[src/rtl/keypad_event_queue.sv]
// -----------------------------------------------------------------------------
// keypad_event_queue
//
// Debounces the key-held flag and key code coming from the 4x4 keypad column
// scanner and turns every debounced press into exactly one event in a small
// FIFO. Holding a key never repeats the event. The FIFO is drained through a
// valid/ready handshake, and oIRQ is a level interrupt that mirrors oVALID.
//
// Parameters
//   DEBOUNCE_CYC  consecutive stable samples needed to accept a press/release (>=1)
//   DEPTH         FIFO entries (power of 2, >=2)
//
// Ports
//   iclk      in   clock, rising edge
//   inrest    in   synchronous active-low reset
//   iKEYIRQ   in   scanner key-held level (asynchronous to iclk)
//   iKEYNUM   in   scanner key code, 0x00-0x0F valid, 0xFF = none
//   iREADY    in   consumer takes the head entry when high together with oVALID
//   iOVF_CLR  in   clears the sticky overflow flag
//   oVALID    out  FIFO not empty
//   oDATA     out  head entry key code (holds last value when empty)
//   oCOUNT    out  number of stored entries
//   oHELD     out  debounced key-down state
//   oOVF      out  sticky: an event was dropped because the FIFO was full
//   oIRQ      out  level interrupt, equals oVALID
// -----------------------------------------------------------------------------
module keypad_event_queue #(
   parameter int DEBOUNCE_CYC = 1000,
   parameter int DEPTH        = 8
) (
   input  logic                       iclk,
   input  logic                       inrest,
   input  logic                       iKEYIRQ,
   input  logic [7:0]                 iKEYNUM,
   input  logic                       iREADY,
   input  logic                       iOVF_CLR,
   output logic                       oVALID,
   output logic [7:0]                 oDATA,
   output logic [$clog2(DEPTH+1)-1:0] oCOUNT,
   output logic                       oHELD,
   output logic                       oOVF,
   output logic                       oIRQ
);

   localparam int CNT_W       = $clog2(DEBOUNCE_CYC + 1);
   localparam int PTR_W       = $clog2(DEPTH);
   localparam int NUM_W       = $clog2(DEPTH + 1);
   localparam int SYNC_STAGES = 2;
   localparam logic [CNT_W-1:0] DEB_LAST = CNT_W'(DEBOUNCE_CYC);
   localparam logic [NUM_W-1:0] FULL_CNT = NUM_W'(DEPTH);
   localparam logic [7:0]       NO_KEY   = 8'hFF;

   // --------------------------------------------------------------------------
   // Two-flop synchronizer for the scanner outputs. Each stage keeps its own
   // flops; the last stage feeds the debouncer.
   // --------------------------------------------------------------------------
   genvar gi;
   generate
      for (gi = 0; gi < SYNC_STAGES; gi++) begin : gSync
         logic       irqIn;
         logic [7:0] codeIn;
         logic       irqQ;
         logic [7:0] codeQ;

         if (gi == 0) begin : gFirst
            assign irqIn  = iKEYIRQ;
            assign codeIn = iKEYNUM;
         end else begin : gChain
            assign irqIn  = gSync[gi-1].irqQ;
            assign codeIn = gSync[gi-1].codeQ;
         end

         always_ff @(posedge iclk) begin
            if (!inrest) begin
               irqQ  <= 1'b0;
               codeQ <= NO_KEY;
            end else begin
               irqQ  <= irqIn;
               codeQ <= codeIn;
            end
         end
      end
   endgenerate

   logic       irq;
   logic [7:0] code;
   logic       validSample;

   assign irq         = gSync[SYNC_STAGES-1].irqQ;
   assign code        = gSync[SYNC_STAGES-1].codeQ;
   assign validSample = irq && (code != NO_KEY);

   // --------------------------------------------------------------------------
   // Debounce FSM
   // --------------------------------------------------------------------------
   typedef enum logic [1:0] {
      IDLE       = 2'd0,
      PRESS_WAIT = 2'd1,
      HELD       = 2'd2,
      REL_WAIT   = 2'd3
   } stateT;

   stateT            stateReg, stateNext;
   logic [CNT_W-1:0] cntReg, cntNext, cntInc;
   logic [7:0]       capReg, capNext;
   logic             push;
   logic [7:0]       pushData;

   assign cntInc = cntReg + CNT_W'(1);

   // A single-cycle debounce pushes straight from IDLE, before cap is loaded,
   // so the live code is used there.
   assign pushData = (stateReg == IDLE) ? code : capReg;

   always_ff @(posedge iclk) begin
      if (!inrest) begin
         stateReg <= IDLE;
         cntReg   <= '0;
         capReg   <= NO_KEY;
      end else begin
         stateReg <= stateNext;
         cntReg   <= cntNext;
         capReg   <= capNext;
      end
   end

   always_comb begin
      stateNext = stateReg;
      cntNext   = cntReg;
      capNext   = capReg;
      push      = 1'b0;
      case (stateReg)
         IDLE: begin
            if (validSample) begin
               capNext = code;
               if (DEBOUNCE_CYC == 1) begin
                  stateNext = HELD;
                  cntNext   = '0;
                  push      = 1'b1;
               end else begin
                  stateNext = PRESS_WAIT;
                  cntNext   = CNT_W'(1);
               end
            end
         end
         PRESS_WAIT: begin
            // Any glitch or code change restarts the press qualification.
            if (validSample && (code == capReg)) begin
               if (cntInc == DEB_LAST) begin
                  stateNext = HELD;
                  cntNext   = '0;
                  push      = 1'b1;
               end else begin
                  cntNext = cntInc;
               end
            end else begin
               stateNext = IDLE;
               cntNext   = '0;
            end
         end
         HELD: begin
            // Code changes while held are ignored; only the release matters.
            if (!irq) begin
               if (DEBOUNCE_CYC == 1) begin
                  stateNext = IDLE;
                  cntNext   = '0;
               end else begin
                  stateNext = REL_WAIT;
                  cntNext   = CNT_W'(1);
               end
            end
         end
         REL_WAIT: begin
            // A bounce during release returns to HELD without a new event.
            if (!irq) begin
               if (cntInc == DEB_LAST) begin
                  stateNext = IDLE;
                  cntNext   = '0;
               end else begin
                  cntNext = cntInc;
               end
            end else begin
               stateNext = HELD;
               cntNext   = '0;
            end
         end
         default: begin
            stateNext = IDLE;
            cntNext   = '0;
         end
      endcase
   end

   // --------------------------------------------------------------------------
   // Event FIFO
   // --------------------------------------------------------------------------
   logic [7:0]       mem [DEPTH];
   logic [PTR_W-1:0] wrPtrReg, rdPtrReg, rdPtrInc;
   logic [NUM_W-1:0] countReg;
   logic [7:0]       dataReg;
   logic             ovfReg;
   logic             pop, pushOk, pushDrop;

   assign pop      = (countReg != '0) && iREADY;
   assign pushOk   = push && ((countReg < FULL_CNT) || pop);
   assign pushDrop = push && !pushOk;
   assign rdPtrInc = rdPtrReg + PTR_W'(1);

   always_ff @(posedge iclk) begin
      if (pushOk) begin
         mem[wrPtrReg] <= pushData;
      end
   end

   always_ff @(posedge iclk) begin
      if (!inrest) begin
         wrPtrReg <= '0;
         rdPtrReg <= '0;
         countReg <= '0;
         dataReg  <= 8'h00;
         ovfReg   <= 1'b0;
      end else begin
         if (pushOk) begin
            wrPtrReg <= wrPtrReg + PTR_W'(1);
         end
         if (pop) begin
            rdPtrReg <= rdPtrInc;
         end

         case ({pushOk, pop})
            2'b10:   countReg <= countReg + NUM_W'(1);
            2'b01:   countReg <= countReg - NUM_W'(1);
            default: countReg <= countReg;
         endcase

         // Head register: after a pop the next stored entry moves up; when
         // the FIFO is (or becomes) empty, the incoming entry bypasses the
         // array. Reaching the second branch with pop set means count was 1.
         if (pop && (countReg > NUM_W'(1))) begin
            dataReg <= mem[rdPtrInc];
         end else if (pushOk && ((countReg == '0) || pop)) begin
            dataReg <= pushData;
         end

         if (pushDrop) begin
            ovfReg <= 1'b1;
         end else if (iOVF_CLR) begin
            ovfReg <= 1'b0;
         end
      end
   end

   assign oVALID = (countReg != '0);
   assign oIRQ   = (countReg != '0);
   assign oCOUNT = countReg;
   assign oDATA  = dataReg;
   assign oOVF   = ovfReg;
   assign oHELD  = (stateReg == HELD) || (stateReg == REL_WAIT);

endmodule

[config.mk]
export PLATFORM = sky130hd
export DESIGN_NAME = keypad_event_queue
export DESIGN_NICKNAME = d
export VERILOG_FILES = /design/src/rtl/keypad_event_queue.sv
export SDC_FILE = /design/constraint.sdc
export NUM_CORES = 1
export LEC_CHECK = 0
export BUFFER_PORTS_ARGS = -buffer_cell sky130_fd_sc_hd__clkbuf_2
export CORE_UTILIZATION = 55
export CTS_CLUSTER_SIZE = 12
export DETAILED_ROUTE_END_ITERATION = 7
export HOLD_SLACK_MARGIN = 0.08
export PLACE_DENSITY = 0.71
export SETUP_SLACK_MARGIN = 0.5
export SLEW_MARGIN = 40
export SYNTH_ARGS = -nofsm -noshare
export SYNTH_HDL_FRONTEND = slang
export SYNTH_SLANG_ARGS = --single-unit
[constraint.sdc]
create_clock -name iclk -period 8.9 [get_ports iclk]
set_input_delay 1.335 -clock iclk [delete_from_list [all_inputs] [get_ports iclk]]
set_output_delay 1.335 -clock iclk [all_outputs]
set_load 0.02 [all_outputs]
==> reports/results.md <==
| Stage | Result | Value |
|---|---|---|
| logic synthesis | Instance count of the mapped netlist | 383 |
| power and ir drop | Share of total power in combinational logic | 0.159 |
| sta | Post-layout minimum cycle time | 3.386 ns |
| sta | Worst clock skew | 0.009300 ns |
| floorplan | Ports | 29 |
| layout | Area taken by flip-flops and latches | 0.003063 mm^2 |
| routing | Remaining routing DRC violations | 1 |
| global routing | Overflow left after global routing | 0 |
| logic synthesis | Fraction of registers with async set or reset after synthesis | 0 |
| logic synthesis | Most repeated cell in the gate-level netlist after synthesis | sky130_fd_sc_hd__edfxtp_1 |
| layout | Final core area utilization | 0.6728 |
| place | Number of input and output port buffers inserted | 28 |
| sta | RSZ-0062 raised after global routing | no |
| layout | Number of nets in the layout | 437 |
| floorplan | Rows | 34 |
| place | Final RePlAce weighted congestion | 0.8349 |
| floorplan | Width of the die | 98.25 um |
| job | Max-Cap Viols | 0 |
| logic synthesis | Post-synth design cell area | 0.005095 mm^2 |
| floorplan | Initial Util | 0.5758 |
| logic synthesis | Synthesis-stage register bit count | 121 |
| cts | Total CTS buffers | 17 |
| sta | Max-slew headroom at the worst pin | 0.4813 |
| layout | Area of the multi-input gates | 0.001954 mm^2 |
| layout | Filler cell count | 620 |
| layout | Area grow syn2layout | 16.85% |
| setup path | Crit path kind | reg2reg |
| cts | Sinks on Clock Net | 121 |
| routing | Number of nets still failing antenna checks after routing | 0 |
| cts | Clock-pin slew of the registers on the worst-case setup and hold paths | 0.05 ns |
| logic synthesis | Syn_nets | 403 |
| cts | Source-to-sink clock delay at the later pin of the worst-skew pair | 0.51 ns |
| sta | Transition at the pin with the smallest max-transition slack | 0.7752 ns |
| routing | Routed via count | 3,090 |
| routing | Detailed Routing Iterations Pass 1 | 7 |
| floorplan | Core ar. | 0.008848 mm^2 |
| logic synthesis | Leading register cell type out of synthesis | sky130_fd_sc_hd__edfxtp_1 |
| logic synthesis | Average footprint of a synthesized cell | 13.30 um^2 |
| setup path | CP endpoint kind | register |
| setup path | Crit path required time | 9.03 ns |
| global routing | Largest net degree at the start of global routing | 39 |
| logic synthesis | Cells taking the most area after synthesis | sky130_fd_sc_hd__edfxtp_1 (38%), sky130_fd_sc_hd__dfxtp_1 (22%), sky130_fd_sc_hd__mux4_2 (7.1%), sky130_fd_sc_hd__mux2i_1 (5.5%), sky130_fd_sc_hd__nand2b_1 (2.8%) |
| logic synthesis | Ranking of synthesized cells by instance count | sky130_fd_sc_hd__edfxtp_1 (64), sky130_fd_sc_hd__dfxtp_1 (57), sky130_fd_sc_hd__nand2_1 (31), sky130_fd_sc_hd__mux2i_1 (28), sky130_fd_sc_hd__nand2b_1 (23) |
| sta | Fraction of the cycle the final worst path needs | 0.3804 |
| cts | Post-cts repair resize count | 0 |
| power and ir drop | P_int | 0.001199 W |
| power and ir drop | IR Drop Worst-Case VDD | 0.0001410 V |
| cts | CTS H-Tree Depth | 4 |
| logic synthesis | Post-synth EDFFs | 64 |
| routing | Wire length after detailed routing | 9228 um |
| logic synthesis | Count of cell types in the netlist | 50 |
| hold path | Class of the worst hold path | reg2reg |
| cts | Clock root buffer master | sky130_fd_sc_hd__clkbuf_8 |
| layout | Share of layout cells above drive strength 1 | 0.2302 |
| global routing | Vias in the first global route | 2,939 |
| power and ir drop | Sw Pwr | 0.0003939 W |
| sta | Fin. Hold Viols | 0 |
| place | Half-perimeter wire length of the detailed placement result | 6066 um |
| sta | Setup total negative slack | 0 ns |
| setup path | Endpoint arrival time on the critical path | 3.52 ns |
| global routing | Global routing usage summed across all routing layers | 0.2097 |
| floorplan | Height of the chip | 98.25 um |
| setup path | Startpoint type of the worst setup path | register |
| sta | Max Fclk | 0.2953 GHz |
| global routing | Wire length of the first global-routing pass | 15,010 um |
| routing | Number of DRC violations after detailed-routing iteration 0 | 126 |
| outcome | Run status | finished with violations |
| sta | Final Slew Violations | 0 |
| place | Placement Cell Area | 0.005331 mm^2 |
| routing | Wire per inst | 17.15 um |
| layout | Final standard cell area without fillers | 0.005953 mm^2 |
| power and ir drop | Power per standard cell area | 267.6 mW/mm^2 |
| layout | Diode insertion count for antenna repair | 0 |
| sta | # setup viols final | 0 |
| power and ir drop | Portion of total power attributed to sequential cells | 0.390 |
| cts | Buffer levels on the longest clock path | 2 |
| setup path | Critical path peak fanout | 9 |
| global routing | Number of antenna violations at the first check in global routing | 0 |
| outcome | Failing checks | DRC |
| cts | Post-CTS repair timing setup buffer count | 0 |
| power and ir drop | Part of the total power dissipated in the clock network | 0.451 |
| routing | Ratio of routed vias to standard cells | 5.743 |
| cts | Count of hold-fix buffers inserted at cts | 0 |
| power and ir drop | Static leakage power | 2.125 nW |
| floorplan | Die area | 0.009652 mm^2 |
| logic synthesis | Post-synthesis sequential area ratio | 0.6012 |
| power and ir drop | Total Power | 0.001593 W |
| cts | CTS tree | built |
| logic synthesis | Synth top area share | 0.3772 |
| logic synthesis | Count of yosys warnings during synthesis | 0 |
| logic synthesis | Cell type with the largest total area after synthesis | sky130_fd_sc_hd__edfxtp_1 |
| power and ir drop | Switching portion of total power | 0.2473 |
[metal layers]
metal / share of wire / vias to the layer above / track usage
met1: 0.46 / 1506 / 0.2759
met2: 0.49 / 67 / 0.3267
met3: 0.031 / 13 / 0.05154
li1: - / 1504 / -
met4: 0.019 / 0 / 0.1045
met5: 0 / - / 0
[logic make-up after synthesis]
group | count (synthesis) | synth area share
DFF | 121 | 0.6012
AOI/OAI and AO/OA | 39 | 0.05452
xor gates and xnor gates | 16 | 0.02751
buffers and inverters | 22 | 0.01768
adders and majority gates | 7 | 0.01719
muxes | 53 | 0.1456
and+or+nand+nor | 125 | 0.1363
[final timing paths]
kind                                                   start                   to  slack, ns  cells after the start
worst max-delay path                  cntReg[2]$_SDFFE_PN0P_  mem[5][1]$_DFFE_PP_       5.51                      6
worst min-delay path            gSync[0].codeQ[5]$_SDFF_PN1_   code[5]$_SDFF_PN1_       0.40                      1
worst max register to register        cntReg[2]$_SDFFE_PN0P_  mem[5][1]$_DFFE_PP_       5.51                      6
worst min register to register  gSync[0].codeQ[5]$_SDFF_PN1_   code[5]$_SDFF_PN1_       0.40                      1
[area by class of cell]
class / instances / area share
clock inverter: 13 / 0.03363
clock buffer: 19 / 0.07083
sequential: 121 / 0.5145
timing repair buffer: 30 / 0.02564
inverter: 7 / 0.004414
tap: 108 / 0.02270
multi-input combinational: 240 / 0.3283
[worst max-delay path, stage by stage, from the launching register on]
cell                        delay, ns
sky130_fd_sc_hd__dfxtp_1         0.46
sky130_fd_sc_hd__nand3_2         0.22
sky130_fd_sc_hd__or4_4           0.58
sky130_fd_sc_hd__a2111oi_4       0.60
sky130_fd_sc_hd__and3_1          0.29
sky130_fd_sc_hd__nand3_1         0.20
sky130_fd_sc_hd__nor2_1          0.66
[cell usage in the layout (no fill, tap or decap), types with 3 or more instances in the layout]
cell type                    netlist  layout
sky130_fd_sc_hd__a21oi_1           8       8
sky130_fd_sc_hd__a31oi_1           3       3
sky130_fd_sc_hd__and2_1            4       4
sky130_fd_sc_hd__bufinv_16         0       5
sky130_fd_sc_hd__clkbuf_16         0      16
sky130_fd_sc_hd__clkbuf_2          0      28
sky130_fd_sc_hd__clkinv_2          0       3
sky130_fd_sc_hd__clkinvlp_4        0       3
sky130_fd_sc_hd__dfxtp_1          57      57
sky130_fd_sc_hd__edfxtp_1         64      64
sky130_fd_sc_hd__ha_1              7       7
sky130_fd_sc_hd__inv_1             6       6
sky130_fd_sc_hd__mux2_2            9       9
sky130_fd_sc_hd__mux2i_1          28      28
sky130_fd_sc_hd__mux4_2           16      16
sky130_fd_sc_hd__nand2_1          31      31
sky130_fd_sc_hd__nand2b_1         23      23
sky130_fd_sc_hd__nand3_1          12      12
sky130_fd_sc_hd__nand4_1           9       9
sky130_fd_sc_hd__nor2_1           22      22
sky130_fd_sc_hd__o211ai_1          4       4
sky130_fd_sc_hd__o21ai_0           4       4
sky130_fd_sc_hd__o22ai_1           9       9
sky130_fd_sc_hd__or2_2             3       3
sky130_fd_sc_hd__xnor2_1           9       9
sky130_fd_sc_hd__xor2_1            7       6
[registers in the layout, summed over array words and instances (netlist names)]
register and flops:
rdPtrReg 3, cntReg 10, code 8, mem 64, gSync.codeQ 8, stateReg 2, gSync.irqQ 2, oDATA 8
oOVF 1, wrPtrReg 3, oCOUNT 4, capReg 8
[per-stage QoR]
stage / setup WS [ns] / hold slack (ns) / std cells
floorplan: 5.803 / 0.3863 / 383
global placement: 5.443 / 0.3890 / 505
detailed placement: 5.503 / 0.3917 / 506
CTS: 5.469 / 0.4049 / 538
global route: 5.261 / 0.4208 / 538
finish: 5.514 / 0.4015 / 538
[power by group through the flow]
stage          clock network [W]  logic (W)  registers, W
6_report                0.000718   0.000253      0.000622
5_1_grt                 0.000748   0.000273      0.000624
4_1_cts                 0.000725   0.000255      0.000622
3_5_place_dp                   0   0.000254      0.000633
3_3_place_gp                   0   0.000249      0.000632
2_1_floorplan                  0   0.000182      0.000648
No activity file was read; power rests on OpenSTA's default activity.
